$ cat config.mk
export PLATFORM = sky130hd
export DESIGN_NAME = uart_prog_rx
export DESIGN_NICKNAME = d
export VERILOG_FILES = /design/src/rtl/uart_prog_rx.sv
export SDC_FILE = /design/constraint.sdc
export NUM_CORES = 1
export LEC_CHECK = 0
export BUFFER_PORTS_ARGS = -buffer_cell sky130_fd_sc_hd__buf_4
export CAP_MARGIN = 40
export CORE_ASPECT_RATIO = 0.8
export CORE_MARGIN = 4
export CORE_UTILIZATION = 35
export DETAILED_ROUTE_END_ITERATION = 16
export PLACE_DENSITY = 0.49
export SETUP_SLACK_MARGIN = 0.02
export SKIP_CTS_REPAIR_TIMING = 1
export SLEW_MARGIN = 20
export SYNTH_ARGS = -nofsm -noshare
export SYNTH_HDL_FRONTEND = slang
export SYNTH_SLANG_ARGS = --single-unit
$ cat constraint.sdc
create_clock -name clk -period 7.2 [get_ports clk]
set_input_delay 1.8 -clock clk [delete_from_list [all_inputs] [get_ports clk]]
set_output_delay 1.8 -clock clk [all_outputs]
set_load 0.005 [all_outputs]
$ cat src/rtl/uart_prog_rx.sv
// UART program loader: receives 8N1 bytes, packs them little-endian into 32-bit
// words and writes them to sequential program-memory addresses until END_WORD arrives.
module uart_prog_rx #(
  parameter int unsigned CLKS_PER_BIT = 347,
  parameter int unsigned ADDR_W       = 10,
  parameter logic [31:0] END_WORD     = 32'h0000_0FFF
) (
  input  logic              clk,
  input  logic              rst_n,
  input  logic              rx_i,
  output logic              ready_o,
  output logic              we_o,
  output logic [ADDR_W-1:0] addr_o,
  output logic [31:0]       wdata_o,
  output logic              done_o,
  output logic              frame_err_o
);

  localparam int unsigned CNT_W = (CLKS_PER_BIT > 1) ? $clog2(CLKS_PER_BIT) : 1;
  localparam logic [CNT_W-1:0] CNT_LAST = CNT_W'(CLKS_PER_BIT - 1);
  localparam logic [CNT_W-1:0] CNT_HALF =
    CNT_W'((CLKS_PER_BIT / 2 > 0) ? (CLKS_PER_BIT / 2 - 1) : 0);

  typedef enum logic [2:0] {
    S_IDLE  = 3'd0,
    S_START = 3'd1,
    S_DATA  = 3'd2,
    S_STOP  = 3'd3,
    S_DONE  = 3'd4
  } state_e;

  function automatic logic [31:0] place_byte(input logic [31:0] word,
                                             input logic [7:0]  byte_val,
                                             input logic [1:0]  idx);
    logic [31:0] res;
    res = word;
    case (idx)
      2'd0:    res[7:0]   = byte_val;
      2'd1:    res[15:8]  = byte_val;
      2'd2:    res[23:16] = byte_val;
      2'd3:    res[31:24] = byte_val;
      default: res        = word;
    endcase
    return res;
  endfunction

  state_e            state_q, state_d;
  logic              rx_meta_q, rx_sync_q;
  logic [CNT_W-1:0]  cnt_q, cnt_d;
  logic [2:0]        bit_idx_q, bit_idx_d;
  logic [7:0]        shift_q, shift_d;
  logic [1:0]        byte_cnt_q, byte_cnt_d;
  logic [31:0]       word_q, word_d;
  logic              we_q, we_d;
  logic [ADDR_W-1:0] addr_q, addr_d;
  logic [31:0]       wdata_q, wdata_d;
  logic              ready_q, ready_d;
  logic              done_q, done_d;
  logic              ferr_q, ferr_d;

  logic              cnt_last_s;
  logic              start_sample_s;
  logic              data_sample_s;
  logic              stop_sample_s;
  logic              byte_ok_s;
  logic              frame_bad_s;
  logic              word_done_s;
  logic              term_s;
  logic              write_s;
  logic [31:0]       full_word_s;

  // rx synchronizer; idles high so reset does not look like a start bit
  always_ff @(posedge clk or negedge rst_n) begin
    if (!rst_n) begin
      rx_meta_q <= 1'b1;
      rx_sync_q <= 1'b1;
    end else begin
      rx_meta_q <= rx_i;
      rx_sync_q <= rx_meta_q;
    end
  end

  // FSM state register
  always_ff @(posedge clk or negedge rst_n) begin
    if (!rst_n) begin
      state_q <= S_IDLE;
    end else begin
      state_q <= state_d;
    end
  end

  // FSM next-state logic
  always_comb begin
    state_d = state_q;
    case (state_q)
      S_IDLE: begin
        if (!rx_sync_q) state_d = S_START;
        else            state_d = S_IDLE;
      end
      S_START: begin
        if (start_sample_s) state_d = rx_sync_q ? S_IDLE : S_DATA;
        else                state_d = S_START;
      end
      S_DATA: begin
        if (data_sample_s && (bit_idx_q == 3'd7)) state_d = S_STOP;
        else                                      state_d = S_DATA;
      end
      S_STOP: begin
        if (stop_sample_s) state_d = term_s ? S_DONE : S_IDLE;
        else               state_d = S_STOP;
      end
      S_DONE:  state_d = S_DONE;
      default: state_d = S_IDLE;
    endcase
  end

  // FSM outputs: mid-bit sample strobes and the byte/word events they produce
  always_comb begin
    cnt_last_s     = (cnt_q == CNT_LAST);
    start_sample_s = 1'b0;
    data_sample_s  = 1'b0;
    stop_sample_s  = 1'b0;
    case (state_q)
      S_START: start_sample_s = (cnt_q == CNT_HALF);
      S_DATA:  data_sample_s  = cnt_last_s;
      S_STOP:  stop_sample_s  = cnt_last_s;
      default: begin
        start_sample_s = 1'b0;
        data_sample_s  = 1'b0;
        stop_sample_s  = 1'b0;
      end
    endcase
    byte_ok_s   = stop_sample_s & rx_sync_q;
    frame_bad_s = stop_sample_s & ~rx_sync_q;
    full_word_s = place_byte(word_q, shift_q, byte_cnt_q);
    word_done_s = byte_ok_s && (byte_cnt_q == 2'd3);
    term_s      = word_done_s && (full_word_s == END_WORD);
    write_s     = word_done_s && !term_s;
  end

  // datapath next-state: bit timing, byte assembly, word packing, write port
  always_comb begin
    cnt_d = cnt_q;
    case (state_q)
      S_START, S_DATA, S_STOP: begin
        if (start_sample_s || data_sample_s || stop_sample_s) cnt_d = '0;
        else                                                  cnt_d = cnt_q + CNT_W'(1);
      end
      default: cnt_d = '0;
    endcase

    if (data_sample_s)          bit_idx_d = bit_idx_q + 3'd1;
    else if (state_q == S_IDLE) bit_idx_d = 3'd0;
    else                        bit_idx_d = bit_idx_q;

    if (data_sample_s) shift_d = {rx_sync_q, shift_q[7:1]};
    else               shift_d = shift_q;

    // a framing error leaves byte_cnt and word untouched so the word resumes in place
    if (byte_ok_s) begin
      byte_cnt_d = byte_cnt_q + 2'd1;
      word_d     = full_word_s;
    end else begin
      byte_cnt_d = byte_cnt_q;
      word_d     = word_q;
    end

    we_d = write_s;
    if (write_s) wdata_d = full_word_s;
    else         wdata_d = wdata_q;

    if (we_q) addr_d = addr_q + ADDR_W'(1);
    else      addr_d = addr_q;

    ready_d = (state_d != S_DONE);
    done_d  = done_q | term_s;
    ferr_d  = ferr_q | frame_bad_s;
  end

  // datapath and output registers
  always_ff @(posedge clk or negedge rst_n) begin
    if (!rst_n) begin
      cnt_q      <= '0;
      bit_idx_q  <= 3'd0;
      shift_q    <= 8'h00;
      byte_cnt_q <= 2'd0;
      word_q     <= 32'h0000_0000;
      we_q       <= 1'b0;
      addr_q     <= '0;
      wdata_q    <= 32'h0000_0000;
      ready_q    <= 1'b0;
      done_q     <= 1'b0;
      ferr_q     <= 1'b0;
    end else begin
      cnt_q      <= cnt_d;
      bit_idx_q  <= bit_idx_d;
      shift_q    <= shift_d;
      byte_cnt_q <= byte_cnt_d;
      word_q     <= word_d;
      we_q       <= we_d;
      addr_q     <= addr_d;
      wdata_q    <= wdata_d;
      ready_q    <= ready_d;
      done_q     <= done_d;
      ferr_q     <= ferr_d;
    end
  end

  assign ready_o     = ready_q;
  assign we_o        = we_q;
  assign addr_o      = addr_q;
  assign wdata_o     = wdata_q;
  assign done_o      = done_q;
  assign frame_err_o = ferr_q;

endmodule

==> Yosys cells after proc, flatten, opt, wreduce, memory -nomap -nowiden <==
Index checks and enable logic that the tools add are counted.
{ "totals": {"register_bits": 105, "latchBits": 0, "mem_bits_rw": 0, "mem_bits_ro": 0, "memories": 0} }
{ "op_classes": {"add_sub_neg": 4, "mul": 0, "div_mod_pow": 0, "order_cmp": 0, "n_eq_ne": 12, "shift": 0, "mux": 18, "bitwise_logic": 5, "n_reduce_logical": 11} }
{ "ops": {"columns": ["op", "n"], "rows": [
  ["32-bit by 12-bit == test with 1-bit output, second input constant", 1],
  ["8-bit two-way mux", 4],
  ["9-bit two-way mux", 2],
  ["3-bit one-hot mux with 5 select lines", 1],
  ["3-bit two-way mux", 4],
  ["10-bit by 1-bit adder with 10-bit output, second input constant", 1],
  ["9-bit by 1-bit adder with 9-bit output, second input constant", 1],
  ["9-bit by 8-bit == test with 1-bit output, second input constant", 1],
  ["9-bit == test, second input constant", 1],
  ["3-bit by 2-bit == test with 1-bit output, second input constant", 2],
  ["3-bit == test, second input constant", 2],
  ["1-bit two-way mux", 5],
  ["2-bit == test, second input constant", 2],
  ["1-bit logical AND", 4],
  ["2-bit two-way mux", 2],
  ["3-bit by 1-bit adder with 3-bit output, second input constant", 1],
  ["3-bit by 1-bit == test with 1-bit output, second input constant", 1],
  ["3-bit logical NOT", 1],
  ["3-bit inequality test, second input constant", 1],
  ["3-bit OR reduction", 1],
  ["2-bit by 1-bit adder with 2-bit output, second input constant", 1],
  ["1-bit AND", 2],
  ["2-bit by 1-bit == test with 1-bit output, second input constant", 1],
  ["2-bit logical NOT", 1],
  ["5 further kinds", 7]
]} }

==> Logic depth before layout (Yosys ltp) <==
{ "logic_depth": {"depth_word": 9, "ltp_mapped": 8, "mapped_depth_nobuf": 7} }

==> Worst setup path after synthesis <==
OpenSTA, ideal clock, no wires.
{ "synth_path": {"kind": "reg2reg", "startpoint": "register byte_cnt_q[1]", "endpoint": "register wdata_q[0], in the netlist wdata_o[0]", "setup_time_ns": 0.125, "arrival_time_ns": 2.189, "slack_ns": 4.886, "stages_incl_launch_ff": 8, "period_less_slack_ns": 2.314, "cell_sequence": "dfrtp_1 > inv_1 > ha_1 > or4_1 > a222oi_1 > a21oi_2 > buf_6 > mux2_4"} }
{ "synth_via": {"elab_chain_cells": 6, "word_cells_on_any_way": 13, "classes_between": "eq/ne: 4; mux: 4; reduce/logical: 5"} }
{ "synth_rtl": {"columns": ["element", "line_no", "rtl"], "rows": [
  ["from (decl)", "52", "logic [1:0] byte_cnt_q, byte_cnt_d;"],
  ["from (signal assigned)", "198", "byte_cnt_q <= byte_cnt_d;"],
  ["2-bit by 1-bit == test with 1-bit output (tied with other cells)", "37", "case (idx)"],
  ["8-bit two-way mux", "37", null],
  ["32-bit by 12-bit == test with 1-bit output", "137", "term_s = word_done_s && (full_word_s == END_WORD);"],
  ["1-bit logical AND", "137", null],
  ["1-bit logical NOT", "138", "write_s = word_done_s && !term_s;"],
  ["1-bit logical AND", "138", null],
  ["to (signal assigned)", "202", "wdata_q <= wdata_d;"],
  ["to (decl)", "56", "logic [31:0] wdata_q, wdata_d;"]
]} }
Several ways; a longest one is shown, not always the timed one.
A chain may end at the register's enable or synchronous reset.

==> Final worst setup path <==
{ "layout_path": {"startpoint": "register byte_cnt_q[1]", "endpoint": "register wdata_q[23], in the netlist wdata_o[23]"} }
Same word-level chain as after synthesis.

==> results.md <==
- Row count: 38
- Layout area overhead: 16.51%
- Synth Area in Adders: 2.517%
- Die area: 16190 sq um
- Vias in the first global route: 3145
- Final core utilization: 42.15%
- Die height: 114.6 um
- Footprint of the multi-input gates: 2111 sq um
- Core ar.: 13740 sq um
- DRC viols: 0
- Storage element area: 2630 sq um
- Slew of the pin with the lowest slew margin: 0.6756 ns
- PD cells: 207.5 nW/um^2
- Crit-path max FO: 19
- Post-route ant nets: 0
- Hold Fails Final Rpt: 0
- Compound-gate portion of the synthesized area: 4.556%
- VDD IR max: 117.2 uV
- Setup Skew: 0.007109 ns
- Number of clock sinks: 105
- Vias: 3022
- Final worst setup slack: 4.155 ns
- Root Buffer: clkbuf_16
- Grt ovf: 0
- Largest net degree at the start of global routing: 66
- Yosys Warn Count: 0
- Post-Synthesis Net Count: 402
- Clk_lat worst skew: 0.35 ns
- Number of buffers created by CTS: 9
- Maximum buffer depth of the clock tree: 2
- CTS tree: yes
- Most common cell in the netlist: dfrtp_1
- Post-Route WL: 9.776 mm
- Routed length per instance: 15.87 um
- Most area-consuming cells after synthesis: dfrtp_1 52%, mux2_1 7.7%, mux2_4 6.9%, mux2_2 5.9%, nand2_1 2.9%
- Clk pin slew, worst setup/hold paths: 0.07 ns
- Setup TNS: 0 ns
- Final setup viols: 0
- Final Power: 1.202 mW
- Initial Utilization: 36.18%
- Nets: 444
- Vias per Instance: 4.906
- RSZ-0062 raised after global routing: false
- Period utilisation layout: 42.29%
- Maximum clock frequency: 0.3284 GHz
- Final Max Tran Viols: 0
- Post-DP HPWL: 6.477 mm
- Mux contribution to synthesized area: 20.74%
- Post-Syn Instances: 389
- Mapped cell area: 4971 sq um
- Ys async rst share: 100.0%
- Biggest area consumer among synthesized cells: dfrtp_1
- Post-synth top flop: dfrtp_1
- Max_slew headroom: 54.87%
- Pre-CTS setup slack: 4.069 ns
- Starting DRT DRC Count: 150
- Post-Synth Simple-Gate Area: 11.50%
- Fillers: 1311
- Minimum clock period: 3.045 ns
- Gpl congestion: 0.7334
- Io pins: 49
- Detailed-router iteration count before antenna repair: 4
- Seq/Total Area, Yosys: 52.91%
- Worst setup SP type: register
- Htree depth: 3
- First-pass GRT wire length: 16.67 mm
- Post-synth top cells: 103 x dfrtp_1, 39 x nand2_1, 34 x mux2_1
- Number of synthesized flops with an enable pin: 0
- Worst Hold Class: register to register
- Status: complete, no violations
- Leak pwr: 2.854 nW
- Unique masters post-synth: 58
- Synth top area share: 51.85%
- Crit end category: register
- Maxcap violations: 0
- Worst setup path class: register to register
- Antenna cell count: 0
- Critical Path RT: 7.43 ns
- IO Port Bufs: 48
- Share of cells above drive strength 1: 30.05%
- Initial antenna violation count: 0
- Gr usage total: 13.03%
- Synthesized flop and latch total: 105
- CP arrival: 3.28 ns
- Die X: 141.2 um
- Mean Syn Cell Area: 12.78 sq um
- Largest family of logic cells by synthesized area: multiplexers
- Post-synthesis xor/xnor area fraction: 2.995%
==> flip-flops by register name (all words and copies together), names as in the netlist <==
signal	count
done_o	1
rx_sync_q	1
we_o	1
state_q	3
rx_meta_q	1
wdata_o	32
bit_idx_q	3
cnt_q	9
byte_cnt_q	2
ready_o	1
word_q	32
addr_o	10
shift_q	8
frame_err_o	1
==> final cells by class <==
cell class                 instances  share of cell area [%]
clock buffer                       9                   3.889
clock inverter                     7                   2.441
inverter                          15                  0.9721
multi-input combinational        249                   36.44
sequential                       105                   45.41
tap                              180                   3.889
timing repair buffer              51                   6.956
==> layout by cell type (no fill, tap or decap), types with 4 or more instances in the layout <==
master and count:
xnor2_1 11, o21ai_1 8, mux2_2 26, mux2_4 23
nor2_1 23, nor4_1 4, xor2_1 6, inv_1 15
mux2_1 34, nand3_1 6, and3_1 5, dfrtp_1 103
nor3_1 5, buf_4 50, bufinv_16 4, nand4_1 6
nand2_1 39, clkbuf_16 9, ha_1 10
==> path summary, 6_finish.rpt <==
path | start | end | slack [ns] | depth (start not counted)
hold reg to reg | rx_meta_q | rx_sync_q | 0.36 | 0
max in group asynchronous | rst_n | word_q[3] | 4.88 | 3
min in group asynchronous | rst_n | cnt_q[1] | 1.43 | 1
setup / recovery | byte_cnt_q[1] | wdata_o[23] | 4.16 | 7
hold / removal | rx_meta_q | rx_sync_q | 0.36 | 0
setup reg to reg | byte_cnt_q[1] | wdata_o[23] | 4.16 | 7
==> critical path: stages (launching register included) <==
cell and delay (ns):
dfrtp_1 0.37, inv_1 0.08, ha_1 0.36, or4_1 0.58, a222oi_1 0.58, a21oi_4 0.29, buf_4 0.31, mux2_1 0.33
==> cell families after synthesis <==
kind of cell | after synthesis
compound gates | 29
flops | 105
fa+ha+maj | 10
mux | 84
simple gates | 109
buf+inv | 35
xor+xnor | 17
==> where the power goes <==
part / internal (mW) / switching, mW
logic: 0.00270 / 0.0117
registers: 0.590 / 0.000447
clock network: 0.376 / 0.221
==> routing by layer <==
metal  global-route usage (%)  part of all wire [%]  wire length [um]
met2                    20.25                    46              4515
met1                    17.79                    49              4820
met5                        0                     0                 0
met3                    3.090                   2.7               268
met4                    4.842                   1.7               171
==> per-stage QoR <==
stage	cells	area (sq um)	hold WS, ns
finish	616	5792	0.3567
global route	616	5792	0.3704
CTS	615	5764	0.3573
detailed placement	599	5398	0.3470
global placement	599	5398	0.3470
floorplan	389	4971	0.3452
(Power assumes the default switching activity.)
